**src/rtl/fetch_pkg.sv**
```systemverilog
// Shared widths, PC step and the prefetch entry type for the fetch sequencer.
package fetch_pkg;

  localparam int unsigned XLEN    = 32;
  localparam int unsigned INSTR_W = 32;

  localparam logic [XLEN-1:0] PC_STEP          = 32'd4;
  localparam logic [XLEN-1:0] DEFAULT_RESET_PC = 32'h0000_0000;

  typedef struct packed {
    logic [XLEN-1:0]    pc;
    logic [INSTR_W-1:0] instr;
  } fetch_entry_t;

endpackage

```
**src/rtl/fetch_fifo.sv**
```systemverilog
// Prefetch FIFO of {pc, instr} entries with registered storage and a
// combinational head; flush empties it and overrides push/pop.
module fetch_fifo
  import fetch_pkg::*;
#(
  parameter int unsigned DEPTH = 4
) (
  input  logic                       clk,
  input  logic                       reset_n,
  input  logic                       push,
  input  fetch_entry_t               push_data,
  input  logic                       pop,
  input  logic                       flush,
  output fetch_entry_t               head,
  output logic [$clog2(DEPTH+1)-1:0] count,
  output logic                       empty,
  output logic                       full
);

  localparam int unsigned PTR_W = $clog2(DEPTH);
  localparam int unsigned CNT_W = $clog2(DEPTH+1);

  fetch_entry_t     storage [DEPTH];
  logic [PTR_W-1:0] rd_ptr;
  logic [PTR_W-1:0] wr_ptr;
  logic             do_push;
  logic             do_pop;

  assign empty   = (count == '0);
  assign full    = (count == CNT_W'(DEPTH));
  assign do_pop  = pop && !empty && !flush;
  // A full FIFO can still accept a push when the head leaves in the same cycle.
  assign do_push = push && !flush && (!full || do_pop);
  assign head    = storage[rd_ptr];

  always_ff @(posedge clk or negedge reset_n) begin
    if (!reset_n) begin
      for (int unsigned i = 0; i < DEPTH; i++) storage[i] <= '0;
      rd_ptr <= '0;
      wr_ptr <= '0;
      count  <= '0;
    end else if (flush) begin
      rd_ptr <= '0;
      wr_ptr <= '0;
      count  <= '0;
    end else begin
      if (do_push) begin
        storage[wr_ptr] <= push_data;
        wr_ptr          <= wr_ptr + PTR_W'(1);
      end
      if (do_pop) rd_ptr <= rd_ptr + PTR_W'(1);
      count <= count + CNT_W'(do_push) - CNT_W'(do_pop);
    end
  end

endmodule

```
**src/rtl/fetch_ctrl.sv**
```systemverilog
// Instruction fetch sequencer: credit-limited word reads, in-order response
// capture into the prefetch FIFO, and redirect flush with stale-response drop.
module fetch_ctrl
  import fetch_pkg::*;
#(
  parameter logic [XLEN-1:0] RESET_PC   = DEFAULT_RESET_PC,
  parameter int unsigned     FIFO_DEPTH = 4
) (
  input  logic               clk,
  input  logic               reset_n,
  output logic               mem_req,
  output logic [XLEN-1:0]    mem_addr,
  input  logic               mem_ready,
  input  logic               mem_rvalid,
  input  logic [INSTR_W-1:0] mem_rdata,
  input  logic               redirect_valid,
  input  logic [XLEN-1:0]    redirect_pc,
  output logic               out_valid,
  input  logic               out_ready,
  output logic [INSTR_W-1:0] out_instr,
  output logic [XLEN-1:0]    out_pc
);

  localparam int unsigned CNT_W  = $clog2(FIFO_DEPTH+1);
  localparam int unsigned CRED_W = CNT_W + 1;

  logic [XLEN-1:0]   fetch_pc;
  logic [XLEN-1:0]   resp_pc;
  logic [XLEN-1:0]   redirect_base;
  logic [CNT_W-1:0]  outstanding;
  logic [CNT_W-1:0]  drop_cnt;
  logic [CNT_W-1:0]  fifo_count;
  logic [CRED_W-1:0] credit_used;
  logic              issue;
  logic              push;
  logic              pop;
  logic              fifo_empty;
  logic              fifo_full;
  fetch_entry_t      head;
  fetch_entry_t      push_data;

  assign redirect_base = {redirect_pc[XLEN-1:2], 2'b00};
  assign credit_used   = {1'b0, outstanding} + {1'b0, fifo_count};

  // Credits cover both in-flight reads and buffered words, so every response
  // is guaranteed a FIFO slot.
  assign mem_req   = reset_n && !redirect_valid && (credit_used < CRED_W'(FIFO_DEPTH));
  assign mem_addr  = fetch_pc;
  assign issue     = mem_req && mem_ready;
  assign push      = mem_rvalid && !redirect_valid && (drop_cnt == '0);
  assign pop       = out_valid && out_ready && !redirect_valid;
  assign push_data = '{pc: resp_pc, instr: mem_rdata};

  always_ff @(posedge clk or negedge reset_n) begin
    if (!reset_n) begin
      fetch_pc    <= RESET_PC;
      resp_pc     <= RESET_PC;
      outstanding <= '0;
      drop_cnt    <= '0;
    end else if (redirect_valid) begin
      fetch_pc    <= redirect_base;
      resp_pc     <= redirect_base;
      outstanding <= outstanding - CNT_W'(mem_rvalid);
      drop_cnt    <= outstanding - CNT_W'(mem_rvalid);
    end else begin
      if (issue) fetch_pc <= fetch_pc + PC_STEP;
      if (push)  resp_pc  <= resp_pc + PC_STEP;
      outstanding <= outstanding + CNT_W'(issue) - CNT_W'(mem_rvalid);
      if (mem_rvalid && (drop_cnt != '0)) drop_cnt <= drop_cnt - CNT_W'(1);
    end
  end

  fetch_fifo #(
    .DEPTH (FIFO_DEPTH)
  ) u_fifo (
    .clk       (clk),
    .reset_n   (reset_n),
    .push      (push),
    .push_data (push_data),
    .pop       (pop),
    .flush     (redirect_valid),
    .head      (head),
    .count     (fifo_count),
    .empty     (fifo_empty),
    .full      (fifo_full)
  );

  assign out_valid = !fifo_empty;
  assign out_instr = head.instr;
  assign out_pc    = head.pc;

  rvalid_needs_outstanding: assert property (@(posedge clk) disable iff (!reset_n)
    mem_rvalid |-> (outstanding != '0));

  no_push_into_full: assert property (@(posedge clk) disable iff (!reset_n)
    push |-> (!fifo_full || pop));

endmodule
```
**config.mk**
```make
export PLATFORM = sky130hd
export DESIGN_NAME = fetch_ctrl
export DESIGN_NICKNAME = d
export VERILOG_FILES = /design/src/rtl/fetch_pkg.sv /design/src/rtl/fetch_fifo.sv /design/src/rtl/fetch_ctrl.sv
export SDC_FILE = /design/constraint.sdc
export NUM_CORES = 1
export LEC_CHECK = 0
export ABC_AREA = 1
export BUFFER_PORTS_ARGS = -buffer_cell sky130_fd_sc_hd__buf_2
export CAP_MARGIN = 20
export CORE_MARGIN = 5
export CORE_UTILIZATION = 55
export CTS_CLUSTER_DIAMETER = 150
export CTS_CLUSTER_SIZE = 28
export DETAILED_ROUTE_END_ITERATION = 8
export GPL_ROUTABILITY_DRIVEN = 0
export GPL_TIMING_DRIVEN = 0
export MAX_ROUTING_LAYER = met4
export PLACE_DENSITY = 0.77
export SETUP_SLACK_MARGIN = 0.02
export SLEW_MARGIN = 20
export SYNTH_ARGS = -nofsm -noshare
export SYNTH_HDL_FRONTEND = slang
export SYNTH_SLANG_ARGS = --single-unit
```
**constraint.sdc**
```tcl
create_clock -name clk -period 5.6 [get_ports clk]
set_input_delay 0.28 -clock clk [delete_from_list [all_inputs] [get_ports clk]]
set_output_delay 0.28 -clock clk [all_outputs]
set_load 0.05 [all_outputs]
```
==> impl_summary.txt <==
----------------------------------------------------
[Final layout]
  NumNets Final ... 2419
  Post-synthesis to final-layout area growth ... 11.0%
  Share of the core filled with cells in the final layout ... 0.619
  Most frequent standard cell in the layout excluding fill and tap cells ... sky130_fd_sc_hd__nand2_1
  Most frequent cells in the layout ... 686 x sky130_fd_sc_hd__nand2_1, 321 x sky130_fd_sc_hd__dfrtp_1, 234 x sky130_fd_sc_hd__o21ai_0, 233 x sky130_fd_sc_hd__nor2_1, 200 x sky130_fd_sc_hd__buf_2
  Antenna diodes ... 0
  Share of final-layout standard cells stronger than drive strength 1 ... 0.119
  Count of placed standard cells in the final layout, fillers left out ... 2721
  Post-route cell area ... 18300 sq um

[Worst hold path]
  Hold worst-path end ... u_fifo.storage[2]
  Hold crit path type ... in2reg
  Hold wc startpoint ... mem_rdata[2]
  Worst hold path cell count ... 3

[Clocking]
  Number of H-tree branching levels ... 1
  Clock tree buffer depth ... 3
  CTS clock-pin slew for the worst setup and hold paths ... 110 ps
  Total of cells resized after clock tree synthesis ... 0
  Setup Buffers After CTS ... 0
  Root Buffer Master ... sky130_fd_sc_hd__clkbuf_16
  Hold buffer count at CTS ... 1
  Sinks on Clock Net ... 321
  Clock latency of the later-clocked register in the worst-skew pair ... 520 ps
  Inserted Clock Buffers ... 15
  Clock tree from TritonCTS ... built

[Setup path]
  Data arrival at the endpoint of the critical path ... 4020 ps
  Type of the worst setup path ... in2reg
  Depth of the critical timing path with buffers and inverters included ... 13
  End of the worst register-to-register path ... outstanding[2]
  Reg2reg setup slack ... 2980 ps
  Cell with the largest stage delay on the worst path ... sky130_fd_sc_hd__dlygate4sd3_1
  Delay of the slowest critical-path stage ... 560 ps
  Worst-path cell chain ... dlygate4sd3_1, buf_8, buf_16, buf_16, nand3b_1, nor2_2, nand2_2, ha_1, inv_1, ha_1, fa_1, and2_1, o31ai_1
  Worst Reg2Reg Path Length in Cells ... 11
  Sort of element at the end of the critical path ... flop
  Data required time of the worst path ... 6030 ps
  Number of buffers and inverters on the critical path ... 5
  Kind of cell with the highest combined delay on the critical path ... buffers and inverters
  Launching element type of the critical path ... primary input
  Worst reg2reg startpoint ... u_fifo.count[1]
  Maximum fanout count along the critical path ... 94

[Power]
  Total power per unit cell area ... 469 nW/um^2
  Leakage power ... 9.39 nW
  Post-layout power ... 8.60 mW
  Worst IR Drop VDD ... 0.234 mV

[Synth]
  Cell types with the largest area share after synthesis ... sky130_fd_sc_hd__dfrtp_1 49%, sky130_fd_sc_hd__nand2_1 16%, sky130_fd_sc_hd__o21ai_0 7.1%
  Synth Area in XOR/XNOR ... 0.00848
  Share of the synthesized area in compound gates (AO/OA/AOI/OAI) ... 0.176
  Post-synthesis simple-gate area fraction ... 0.248
  Number of instances in the synthesized netlist ... 2146
  Area share of the leading cell type in the synthesized netlist ... 0.486
  Warning count from the yosys run ... 0
  Flip-flop and latch count after synthesis ... 321
  Library cell occupying the most area in the post-synthesis netlist ... sky130_fd_sc_hd__dfrtp_1
  Adder and majority gate portion of the synthesized area ... 0.0145
  Cell area after synthesis ... 16500 sq um
  Main combinational cell family by area after synthesis ... simple AND/OR/NAND/NOR gates
  Avg Inst Size Synth ... 7.70 sq um
  Commonest register cell after synthesis ... sky130_fd_sc_hd__dfrtp_1
  FFs w/ async S/R, synth ... 1.00
  Number of distinct standard cells referenced by the synthesized netlist ... 44
  Multiplexer area fraction after synthesis ... 0
  Number of enable-type register cells in the synthesized netlist ... 0
  Sequential element share of the synthesized area ... 0.486

[STA]
  Headroom to the max-slew limit ... 0.442
  Portion of the clock cycle consumed by the worst path in the final layout ... 0.642
  Final Hold Slack ... 8.85 ps
  Tmin final ... 3590 ps
  Final Hold Viols ... 0
  Fmax ... 0.278 GHz
  Unrepaired setup endpoints after global routing ... false
  Count of endpoints failing setup in the final report ... 0
  Post-layout worst setup margin ... 2010 ps
  Final worst clock skew ... 23.3 ps
  Post-Route Setup TNS ... 0 ps
  Worst Tran Pin Value ... 836 ps
  Number of max-slew violations in the final report ... 0

[Routing]
  Average routed wire per standard cell ... 18.7 um
  Detailed Routing Iterations Pass 1 ... 8
  Wire length after detailed routing ... 51000 um
  Vias per inst ... 5.78
  Number of design rule violations left after detail routing ... 0
  Total number of vias ... 15729
  Number of routed nets with antenna violations ... 0
  Number of DRC violations after detailed-routing iteration 0 ... 1822

[Global routing]
  Vias in the first global route ... 15300
  Global-route wire length before repair ... 81500 um
  GRT overflow ... 0
  Pin count of the biggest net entering global routing ... 95
  Initial antenna violation count ... 0
  Aggregate global-route resource usage ... 0.308

[Place]
  Number of buffer cells added on primary ports ... 160
  Post-Place Cell Area ... 17900 sq um
  Post-placement setup slack ... 1970 ps
  Cell total after placement ... 2702
  Placed wire-length estimate after detailed placement ... 36200 um

[Die]
  Area of the core ... 29600 sq um
  Effective utilization at floorplan ... 0.558
  I/O pin cnt ... 168
  Full die area ... 33600 sq um
  Horiz. Die Dim ... 183 um
  Height of the chip ... 183 um
  Core Rows ... 63

[Flow run]
  Max cap viols ... 0

[Run status]
  Result of the run ... complete, no violations

----------------------------------------------------
==> synthesized netlist by cell type, types with 11 or more instances <==
cell,n
sky130_fd_sc_hd__inv_1,80
sky130_fd_sc_hd__buf_2,41
sky130_fd_sc_hd__nand2_1,686
sky130_fd_sc_hd__buf_6,12
sky130_fd_sc_hd__buf_4,16
sky130_fd_sc_hd__clkbuf_1,69
sky130_fd_sc_hd__ha_1,16
sky130_fd_sc_hd__dfrtp_1,321
sky130_fd_sc_hd__o21a_1,59
sky130_fd_sc_hd__nand3_1,67
sky130_fd_sc_hd__a21oi_1,30
sky130_fd_sc_hd__o22ai_1,61
sky130_fd_sc_hd__xor2_1,11
sky130_fd_sc_hd__o21ai_0,234
sky130_fd_sc_hd__nor2_1,233
sky130_fd_sc_hd__nand4_1,12
sky130_fd_sc_hd__o21ai_1,111
==> final cells by class <==
cell class	count	area [sq um]
buffer	149	773
fill	2638	11300
clock inverter	2	25.0
sequential	321	8030
inverter	88	333
tap	390	488
clock buffer	15	375
multi-input combinational	1591	7400
timing repair buffer	165	913
==> report_power, final <==
part	total, mW	internal (mW)	switching (mW)	leakage, nW
registers	3.18	2.84	0.340	4.21
logic	4.16	1.03	3.12	4.98
clock network	1.27	0.500	0.769	0.197
==> worst max path at each step <==
stage               startpoint        endpoint  slack [ps]
3_5_place_dp           reset_n  outstanding[2]        1970
2_1_floorplan  u_fifo.count[1]  outstanding[2]        2740
3_3_place_gp           reset_n  outstanding[2]       -2400
5_1_grt                reset_n  outstanding[2]        1620
4_1_cts                reset_n  outstanding[2]        1910
6_report               reset_n  outstanding[2]        2010
==> flip-flops by register name (all words and copies together) (netlist names) <==
name	cells
u_fifo.rd_ptr	2
u_fifo.wr_ptr	2
resp_pc	30
mem_addr	30
u_fifo.count	3
outstanding	3
drop_cnt	3
u_fifo.storage	248
==> layer usage <==
metal  global-route usage  routed length (um)  vias to the layer above
met3               0.0349                4500                      126
li1                     -                   -                     7356
met4               0.0995                1720                        0
met1                0.409               20500                     7409
met2                0.500               24200                      838
met5                    -                   0                        -
==> worst register-to-register path, delay by kind of cell (launching register included) <==
family | cells | cell delay, ps
simple gates | 5 | 640
flops | 1 | 470
compound gates | 1 | 170
buf+inv | 1 | 40
fa+ha+maj | 4 | 1230
==> logic make-up (layout without fill, tap and decap cells) <==
| logic type | after synthesis | after routing |
|---|---|---|
| buffers and inverters | 237 | 419 |
| AOI/OAI and AO/OA | 523 | 523 |
| other | 1 | 4 |
| DFF | 321 | 321 |
| adders and majority gates | 18 | 18 |
| and+or+nand+nor | 1030 | 1030 |
| xor gates and xnor gates | 16 | 16 |
(Power assumes the default switching activity.)
